File: config.mk
export PLATFORM = sky130hd
export DESIGN_NAME = read_iq_n
export DESIGN_NICKNAME = d
export VERILOG_FILES = /design/src/rtl/read_iq_n.sv
export SDC_FILE = /design/constraint.sdc
export NUM_CORES = 1
export LEC_CHECK = 0
export ABC_AREA = 1
export CORE_MARGIN = 5
export CORE_UTILIZATION = 58
export CTS_BUF_LIST = sky130_fd_sc_hd__clkbuf_16
export CTS_CLUSTER_SIZE = 14
export DETAILED_ROUTE_END_ITERATION = 8
export DONT_BUFFER_PORTS = 1
export PLACE_DENSITY = 0.74
export SLEW_MARGIN = 20
export SYNTH_ARGS = -nofsm -noshare
export SYNTH_HDL_FRONTEND = slang
export SYNTH_SLANG_ARGS = --single-unit
export TNS_END_PERCENT = 30
File: constraint.sdc
create_clock -name clock -period 5.17 [get_ports clock]
set_input_delay 1.2925 -clock clock [delete_from_list [all_inputs] [get_ports clock]]
set_output_delay 1.2925 -clock clock [all_outputs]
set_load 0.005 [all_outputs]
File: src/rtl/read_iq_n.sv
// Unpacks SPW complex I/Q lanes per FWFT input word and writes them, scaled by FRAC_BITS, to paired I/Q FIFOs.
// Optional macro READ_IQ_N_CONJ_EN negates Q (complex conjugate) with saturation of the most negative value.
module read_iq_n #(
   parameter int SAMPLE_W  = 16,
   parameter int SPW       = 2,
   parameter int OUT_W     = 32,
   parameter int FRAC_BITS = 10,
   localparam int IN_W     = 2*SAMPLE_W*SPW
) (
   input  logic                    clock,
   input  logic                    reset,
   output logic                    inA_rd_en,
   input  logic                    inA_empty,
   input  logic [IN_W-1:0]         inA_dout,
   output logic                    out_wr_en,
   input  logic                    out_full,
   output logic signed [OUT_W-1:0] out_din,
   output logic                    out_wr_en_2,
   input  logic                    out_full_2,
   output logic signed [OUT_W-1:0] out_din_2,
   output logic [31:0]             sample_cnt,
   output logic                    busy
);

   typedef enum logic {IDLE, EMIT} state_t;

   state_t                state_q, state_d;
   logic [2:0]            lane_q, lane_d;
   logic [IN_W-1:0]       hold_q, hold_d;
   logic [31:0]           sample_cnt_q, sample_cnt_d;

   logic [2*SAMPLE_W-1:0] lane_word;
   logic [SAMPLE_W-1:0]   i_raw, q_raw, q_adj;
   logic                  can_write, last_lane, do_write, do_pop;

   function automatic logic [OUT_W-1:0] quant(input logic [SAMPLE_W-1:0] s);
      logic [OUT_W-1:0] e;
      e = {{(OUT_W-SAMPLE_W){s[SAMPLE_W-1]}}, s};
      return e << FRAC_BITS;
   endfunction

   always_comb begin
      lane_word = '0;
      for (int k = 0; k < SPW; k++) begin
         if (lane_q == 3'(k)) lane_word = hold_q[2*SAMPLE_W*k +: 2*SAMPLE_W];
      end
   end

   assign i_raw = lane_word[2*SAMPLE_W-1:SAMPLE_W];
   assign q_raw = lane_word[SAMPLE_W-1:0];

`ifdef READ_IQ_N_CONJ_EN
   // The most negative value has no positive twin, so it clamps to the maximum.
   assign q_adj = (q_raw == {1'b1, {(SAMPLE_W-1){1'b0}}}) ? {1'b0, {(SAMPLE_W-1){1'b1}}} : -q_raw;
`else
   assign q_adj = q_raw;
`endif

   // Strobes stay combinational so full/empty are honoured in the very cycle they are seen.
   assign can_write = (state_q == EMIT) && !out_full && !out_full_2;
   assign last_lane = (lane_q == 3'(SPW-1));
   assign do_write  = !reset && can_write;
   assign do_pop    = !reset && !inA_empty && ((state_q == IDLE) || (can_write && last_lane));

   assign inA_rd_en   = do_pop;
   assign out_wr_en   = do_write;
   assign out_wr_en_2 = do_write;
   assign out_din     = do_write ? quant(i_raw) : '0;
   assign out_din_2   = do_write ? quant(q_adj) : '0;
   assign sample_cnt  = sample_cnt_q;
   assign busy        = (state_q == EMIT);

   always_comb begin
      state_d      = state_q;
      lane_d       = lane_q;
      hold_d       = hold_q;
      sample_cnt_d = sample_cnt_q;
      if (do_write) begin
         sample_cnt_d = sample_cnt_q + 32'd1;
         if (!last_lane) lane_d = lane_q + 3'd1;
         else            state_d = IDLE;
      end
      if (do_pop) begin
         hold_d  = inA_dout;
         lane_d  = '0;
         state_d = EMIT;
      end
   end

   always_ff @(posedge clock) begin
      if (reset) begin
         state_q      <= IDLE;
         lane_q       <= '0;
         hold_q       <= '0;
         sample_cnt_q <= '0;
      end else begin
         state_q      <= state_d;
         lane_q       <= lane_d;
         hold_q       <= hold_d;
         sample_cnt_q <= sample_cnt_d;
      end
   end

endmodule

==> results of run 1 <==
-- stage by stage --
step | std cells | util, % | hold WS (ns)
after floorplan | 777 | - | 0.440
after global placement | 821 | 58.4 | 0.450
after detailed placement | 821 | 58.4 | 0.455
after CTS | 837 | 61.8 | 0.465
after global routing | 837 | 61.8 | 0.485
final | 837 | 61.8 | 0.462
-- synthesized netlist by cell type (all sizes together) --
cell / count / area [µm²]
a211oi: 1 / 7.51
a21oi: 36 / 180
and3: 1 / 6.26
buf: 46 / 323
clkbuf: 21 / 78.8
conb: 1 / 3.75
dfxtp: 100 / 2000
ha: 4 / 50.1
inv: 122 / 458
nand2: 184 / 693
nand3: 81 / 410
nand3b: 2 / 15.0
nand4: 8 / 50.1
nor2: 59 / 224
nor3: 8 / 40.0
nor4: 21 / 131
o21ai: 60 / 300
o22ai: 1 / 6.26
xnor2: 1 / 8.76
xor2: 1 / 8.76
-- power groups by stage --
| stage | registers (µW) | logic (µW) | clock network, µW |
|---|---|---|---|
| global placement | 837 | 87.1 | 0 |
| global route | 824 | 107 | 700 |
| CTS | 820 | 90.6 | 662 |
| finish | 820 | 90.9 | 649 |
| floorplan | 834 | 89.0 | 0 |
| detailed placement | 838 | 90.0 | 0 |
-- state kept, by name (all words and copies together), names as in the netlist --
register,count
lane_q,3
sample_cnt,32
hold_q,64
busy,1
-- critical path: stages, from the launching register on --
cell and delay, ns:
dfxtp_1 0.33, inv_1 0.08, ha_1 0.67, inv_1 0.39, nor2_1 0.24, inv_1 0.21
o21ai_0 0.27, nand2_1 0.08, inv_1 0.25
-- final timing paths --
check                            endpoint  slack, ns
hold reg to reg    hold_q[1]$_SDFFE_PP0P_       0.46
hold / removal     hold_q[1]$_SDFFE_PP0P_       0.46
setup reg to reg  hold_q[63]$_SDFFE_PP0P_       1.75
setup / recovery              out_din[28]       1.01
-- routing by layer --
layer / vias to the layer above / global-route usage, % / part of all wire [%]
li1: 2288 / - / -
met4: 0 / 8.47 / 1.6
met2: 191 / 37.2 / 46
met5: - / 0 / 0
met3: 17 / 7.58 / 10
met1: 1991 / 28.9 / 42
-- cells by family after synthesis --
kind of cell	after synthesis	share of synthesized area (%)
other	1	0.0750
xor gates and xnor gates	2	0.351
adders and majority gates	4	1.00
DFF	100	40.1
buffers and inverters	189	17.2
AOI/OAI and AO/OA	98	9.89
and+or+nand+nor	364	31.4
-- area by class of cell --
type / count / share of cell area (%)
Clock buffer: 9 / 4.39
Clock inverter: 7 / 1.15
Inverter: 122 / 8.93
Multi-Input combinational cell: 488 / 43.1
Sequential cell: 100 / 39.0
Tap cell: 105 / 2.56
Timing Repair Buffer: 6 / 0.878
==> results by group, run 1 <==
Detailed routing
  – Pre-antenna DRT Iters: 5
  – DRC errors left: 0
  – Initial DRC Count: approximately 230
  – Final wirelength: about 12,000 µm
  – Wire per inst: ~14 µm
  – Routed Antenna Nets: 0
  – DR vias/cell: 5.36
  – Via Count: 4,487

Worst hold path
  – Hold_sp: hold_q[1]$_SDFFE_PP0P_
  – Hold Path Depth: 2
  – Min-delay worst type: flip-flop to flip-flop

Setup path
  – CP max FO: 22
  – Reg2Reg Depth: 11
  – Startpoint Class: flip-flop
  – Setup Crit Path Kind: flip-flop to primary output
  – Reg2reg start: lane_q[1]$_SDFFE_PP0P_
  – Setup crit start: lane_q[1]$_SDFFE_PP0P_
  – Worst Setup End Kind: primary output
  – WP data required: 3.88 ns
  – Crit path DAT: between 2 and 3 ns

Clock network
  – Root buffer cell: clkbuf_16
  – Longest Clk Path Bufs: 2
  – H-Tree Depth: 3
  – Setup Fix Bufs, Post-CTS: 0
  – Clock Sinks: 100
  – Hold_buf cts: 0
  – Cts repair resizes: 0
  – Skew-Pair Late Insertion Delay: 0.35 ns
  – Clock Pin Slew Worst Setup and Hold Paths: about 0.07 ns
  – TritonCTS clock tree: built
  – Cts bufs inserted: 9

Placement
  – Pre-CTS WS: around 1.4 ns
  – Placed cell areas: around 4800 µm²
  – Final HPWL DP: around 8800 µm
  – Number of port buffers: 0
  – Routability cong.: approximately 0.91

STA
  – Fin crit share: 80.4%
  – Setup TNS: 0 ns
  – Fin. max-slew vios: 0
  – Final worst slack: 1.01 ns
  – Slew @ Worst Pin: 0.785 ns
  – Fmax: about 240 MHz
  – Worst relative slew slack: around 48%
  – RSZ-0062 raised after global routing: no
  – Final Skew: 0.0117 ns
  – Final Hold Viols: 0
  – Final setup viols: 0
  – Final min period: a little over 4 ns

Synth
  – Syn. warnings: 0
  – Mapped cell area: about 5000 µm²
  – Syn avg cell area: approximately 6.6 µm²
  – Register area share after synthesis: between 40% and 50%
  – Seq cells post-synth: 100
  – Yosys cell types: 26
  – Post-Syn Instances: roughly 760

Floorplan
  – Die area: 10,600 µm²
  – FP Rows: 33
  – Top-Level Pins: around 170
  – Die width: ~100 µm
  – Die Height: 103 µm
  – Core region area: ~8300 µm²
  – Initial core utilization: between 60% and 70%

GRT
  – Residual overflow from global routing: 0
  – Largest net degree at the start of global routing: between 60 and 70
  – First-pass GRT wire length: approximately 20,000 µm
  – Aggregate global-route resource usage: between 20 and 25%
  – Initial antenna violation count: 0
  – Vias in the first global route: 4,169

Power and ir drop
  – P_sw: 394 µW
  – Pwr Total: between 1500 and 2000 µW
  – Sw Share: ~25%
  – Pwr dens: between 300 and 400 nW/µm²
  – Cell Int Power: 1170 µW
  – Clk pwr share: between 40% and 50%
  – Seq pwr share: between 50 and 60%
  – Leakage power: 0.00238 µW
  – Gate power share: 5.8%
  – Peak VDD IR: approximately 0.00016 V

Final layout
  – Final design area excluding fillers: approximately 5100 µm²
  – Most common cell after layout, fill and taps aside: nand2_1
  – Area of the multi-input gates: 2210 µm²
  – FF/Latch Area: between 2000 and 2500 µm²
  – Diode count: 0
  – Final nets: 800
  – Commonest non-fill, non-tap cells in the layout: nand2_1, inv_1, dfxtp_1
  – Layout cells sized above 1: between 3 and 4%
  – Area added between synthesis and finish: 2.65%
  – Fill cells: 814

Job
  – Max-cap violations: 0

Outcome
  – Status: finished, final reports clean
Power figures use the tool's default switching activity.
==> inputs of run 2 (changes only) <==
- CORE_UTILIZATION: 58 -> 57
- PLACE_DENSITY: 0.74 -> 0.75
- clock period: 5.17 -> 3.4 ns (I/O delays scaled with it)
==> results by group, run 2 (synthesized netlist as in run 1, its figures left out) <==
Outcome
  – Status: finished, final reports clean

STA
  – Final setup viols: 0
  – Fin crit share: approximately nine tenths
  – Final Hold Viols: 0
  – Final min period: ~3.0 ns
  – Worst relative slew slack: 59.0%
  – Fin. max-slew vios: 0
  – Final Skew: around 0.016 ns
  – Fmax: 332 MHz
  – RSZ-0062 raised after global routing: no
  – Slew @ Worst Pin: approximately 0.62 ns
  – Setup TNS: 0 ns

Setup path
  – Crit path DAT: roughly 2.2 ns
  – Reg2Reg Setup Slack: around 1.1 ns
  – Startpoint Class: flip-flop
  – Reg2Reg Depth: 11
  – CP most frequent cell: inv_1
  – CP max FO: 14
  – Worst path cell trace: inv_1 > ha_1 > inv_1 > nor2_1 > inv_1 > o21ai_0 > nand2_1 > inv_1 > buf_12
  – Critical path's slowest cell: dfxtp_1
  – Critical path's largest stage delay: about 0.36 ns
  – Worst Setup End Kind: primary output
  – Crit path buf inv count: 5
  – WP data required: 2.55 ns
  – CP top delay family: buffers and inverters
  – Worst reg2reg path endpoint: hold_q[28]$_SDFFE_PP0P_
  – Setup Crit Path Kind: flip-flop to primary output
  – Reg2reg start: lane_q[1]$_SDFFE_PP0P_

Detailed routing
  – DR vias/cell: between 5 and 6
  – Wire per inst: roughly 14 µm
  – Pre-antenna DRT Iters: 5
  – Via Count: around 4,600
  – Routed Antenna Nets: 0
  – DRC errors left: 0
  – Final wirelength: 12,300 µm
  – Initial DRC Count: about 210

GRT
  – Aggregate global-route resource usage: approximately 22%
  – Vias in the first global route: ~4,300
  – GRT met1 Usage: 27.5%
  – Residual overflow from global routing: 0
  – First-pass GRT wire length: just over 20,000 µm
  – GR peak layer: met2
  – M3 GR Usage: 6.53%
  – Grt met2 use: a little over a third
  – Largest net degree at the start of global routing: 65
  – Initial antenna violation count: 0

Final layout
  – Number of flip-flops in the largest register: 64
  – Diode count: 0
  – FF/Latch Area: roughly 2000 µm²
  – Fill cells: 844
  – Commonest non-fill, non-tap cells in the layout: nand2_1, inv_1, dfxtp_1
  – Area of the multi-input gates: between 2000 and 2500 µm²
  – Layout cells sized above 1: 4.74%
  – Area added between synthesis and finish: 4.18%
  – Most common cell after layout, fill and taps aside: nand2_1
  – Biggest register: hold_q
  – Final nets: slightly above 800

Clock network
  – H-Tree Depth: 3
  – Cts bufs inserted: 9
  – Root buffer cell: clkbuf_16
  – Skew-Pair Late Insertion Delay: 0.34 ns
  – TritonCTS clock tree: built
  – Longest Clk Path Bufs: 2
  – Hold_buf cts: 0
  – Setup Fix Bufs, Post-CTS: 0
  – Clock Sinks: 100
  – Cts repair resizes: 0
  – Clock Pin Slew Worst Setup and Hold Paths: about 0.080 ns

Power and ir drop
  – Peak VDD IR: around 0.00026 V
  – Pwr Total: 2370 µW
  – Leakage power: around 0.0024 µW
  – Pwr dens: ~450 nW/µm²

Floorplan
  – Core region area: between 8000 and 9000 µm²
  – Die Height: around 100 µm
  – Initial core utilization: approximately 58%
  – Top-Level Pins: 169
  – Die width: a little over 100 µm
  – FP Rows: 34
  – Die area: about 11,000 µm²

Worst hold path
  – Hold EP: hold_q[8]$_SDFFE_PP0P_
  – Hold_sp: hold_q[8]$_SDFFE_PP0P_
  – Min-delay worst type: flip-flop to flip-flop
  – Hold Path Depth: 2

Placement
  – Number of port buffers: 0
  – Final HPWL DP: ~9000 µm
  – Routability cong.: between 0.9 and 1

Job
  – Max-cap violations: 0
[run 2: cell types whose count changed in the layout (fill, tap and decap cells not counted), sizes merged]
cell,previous run,this run
buf,6,13
clkinv,2,1
clkinvlp,1,3
inv,126,125
[run 2: final cells by class]
| cell class | count | area share [%] |
|---|---|---|
| clock buffers | 9 | 4.33 |
| clock inverters | 7 | 1.08 |
| inverters | 122 | 8.80 |
| multi-input cells | 488 | 42.4 |
| flip-flops and latches | 100 | 38.5 |
| well taps | 108 | 2.60 |
| repair buffers | 13 | 2.36 |
[run 2: through the flow]
step | setup slack, ns | hold WS, ns | area (µm²) | util (%) | std cells
2_1_floorplan | 0.647 | 0.440 | 5070 | - | 777
3_3_place_gp | 0.695 | 0.449 | 4920 | 57.0 | 831
3_5_place_dp | 0.672 | 0.455 | 4920 | 57.0 | 831
5_1_grt | 0.151 | 0.487 | 5210 | 60.3 | 847
6_report | 0.390 | 0.462 | 5210 | 60.3 | 847
4_1_cts | 0.369 | 0.465 | 5210 | 60.3 | 847
[run 2: worst max-delay path by stage]
stage	from	to	slack [ns]	depth (start not counted)
2_1_floorplan	out_full_2	out_din[26]	0.65	8
3_3_place_gp	out_full_2	out_din[18]	0.70	8
3_5_place_dp	out_full_2	out_din[16]	0.67	6
4_1_cts	lane_q[1]$_SDFFE_PP0P_	out_din[25]	0.37	9
5_1_grt	lane_q[1]$_SDFFE_PP0P_	out_din[29]	0.15	9
6_report	lane_q[1]$_SDFFE_PP0P_	out_din[25]	0.39	9
[run 2: worst register-to-register path: cells and delay by family (launching register included)]
family	cells	cell delay, ns
buffers and inverters	4	0.90
and+or+nand+nor	5	0.55
DFF	1	0.36
adders and majority gates	1	0.20
AOI/OAI and AO/OA	1	0.20
[run 2: layer usage]
layer	share of wire (%)	vias to the layer above
li1	-	2292
met1	41	2096
met2	48	178
met3	9.2	16
met4	1.3	0
met5	0	-
[run 2: report_power, final]
group          internal [µW]  switching [µW]
registers               1220            22.2
clock network            506             471
logic                   43.1            99.7
total                   1770             593
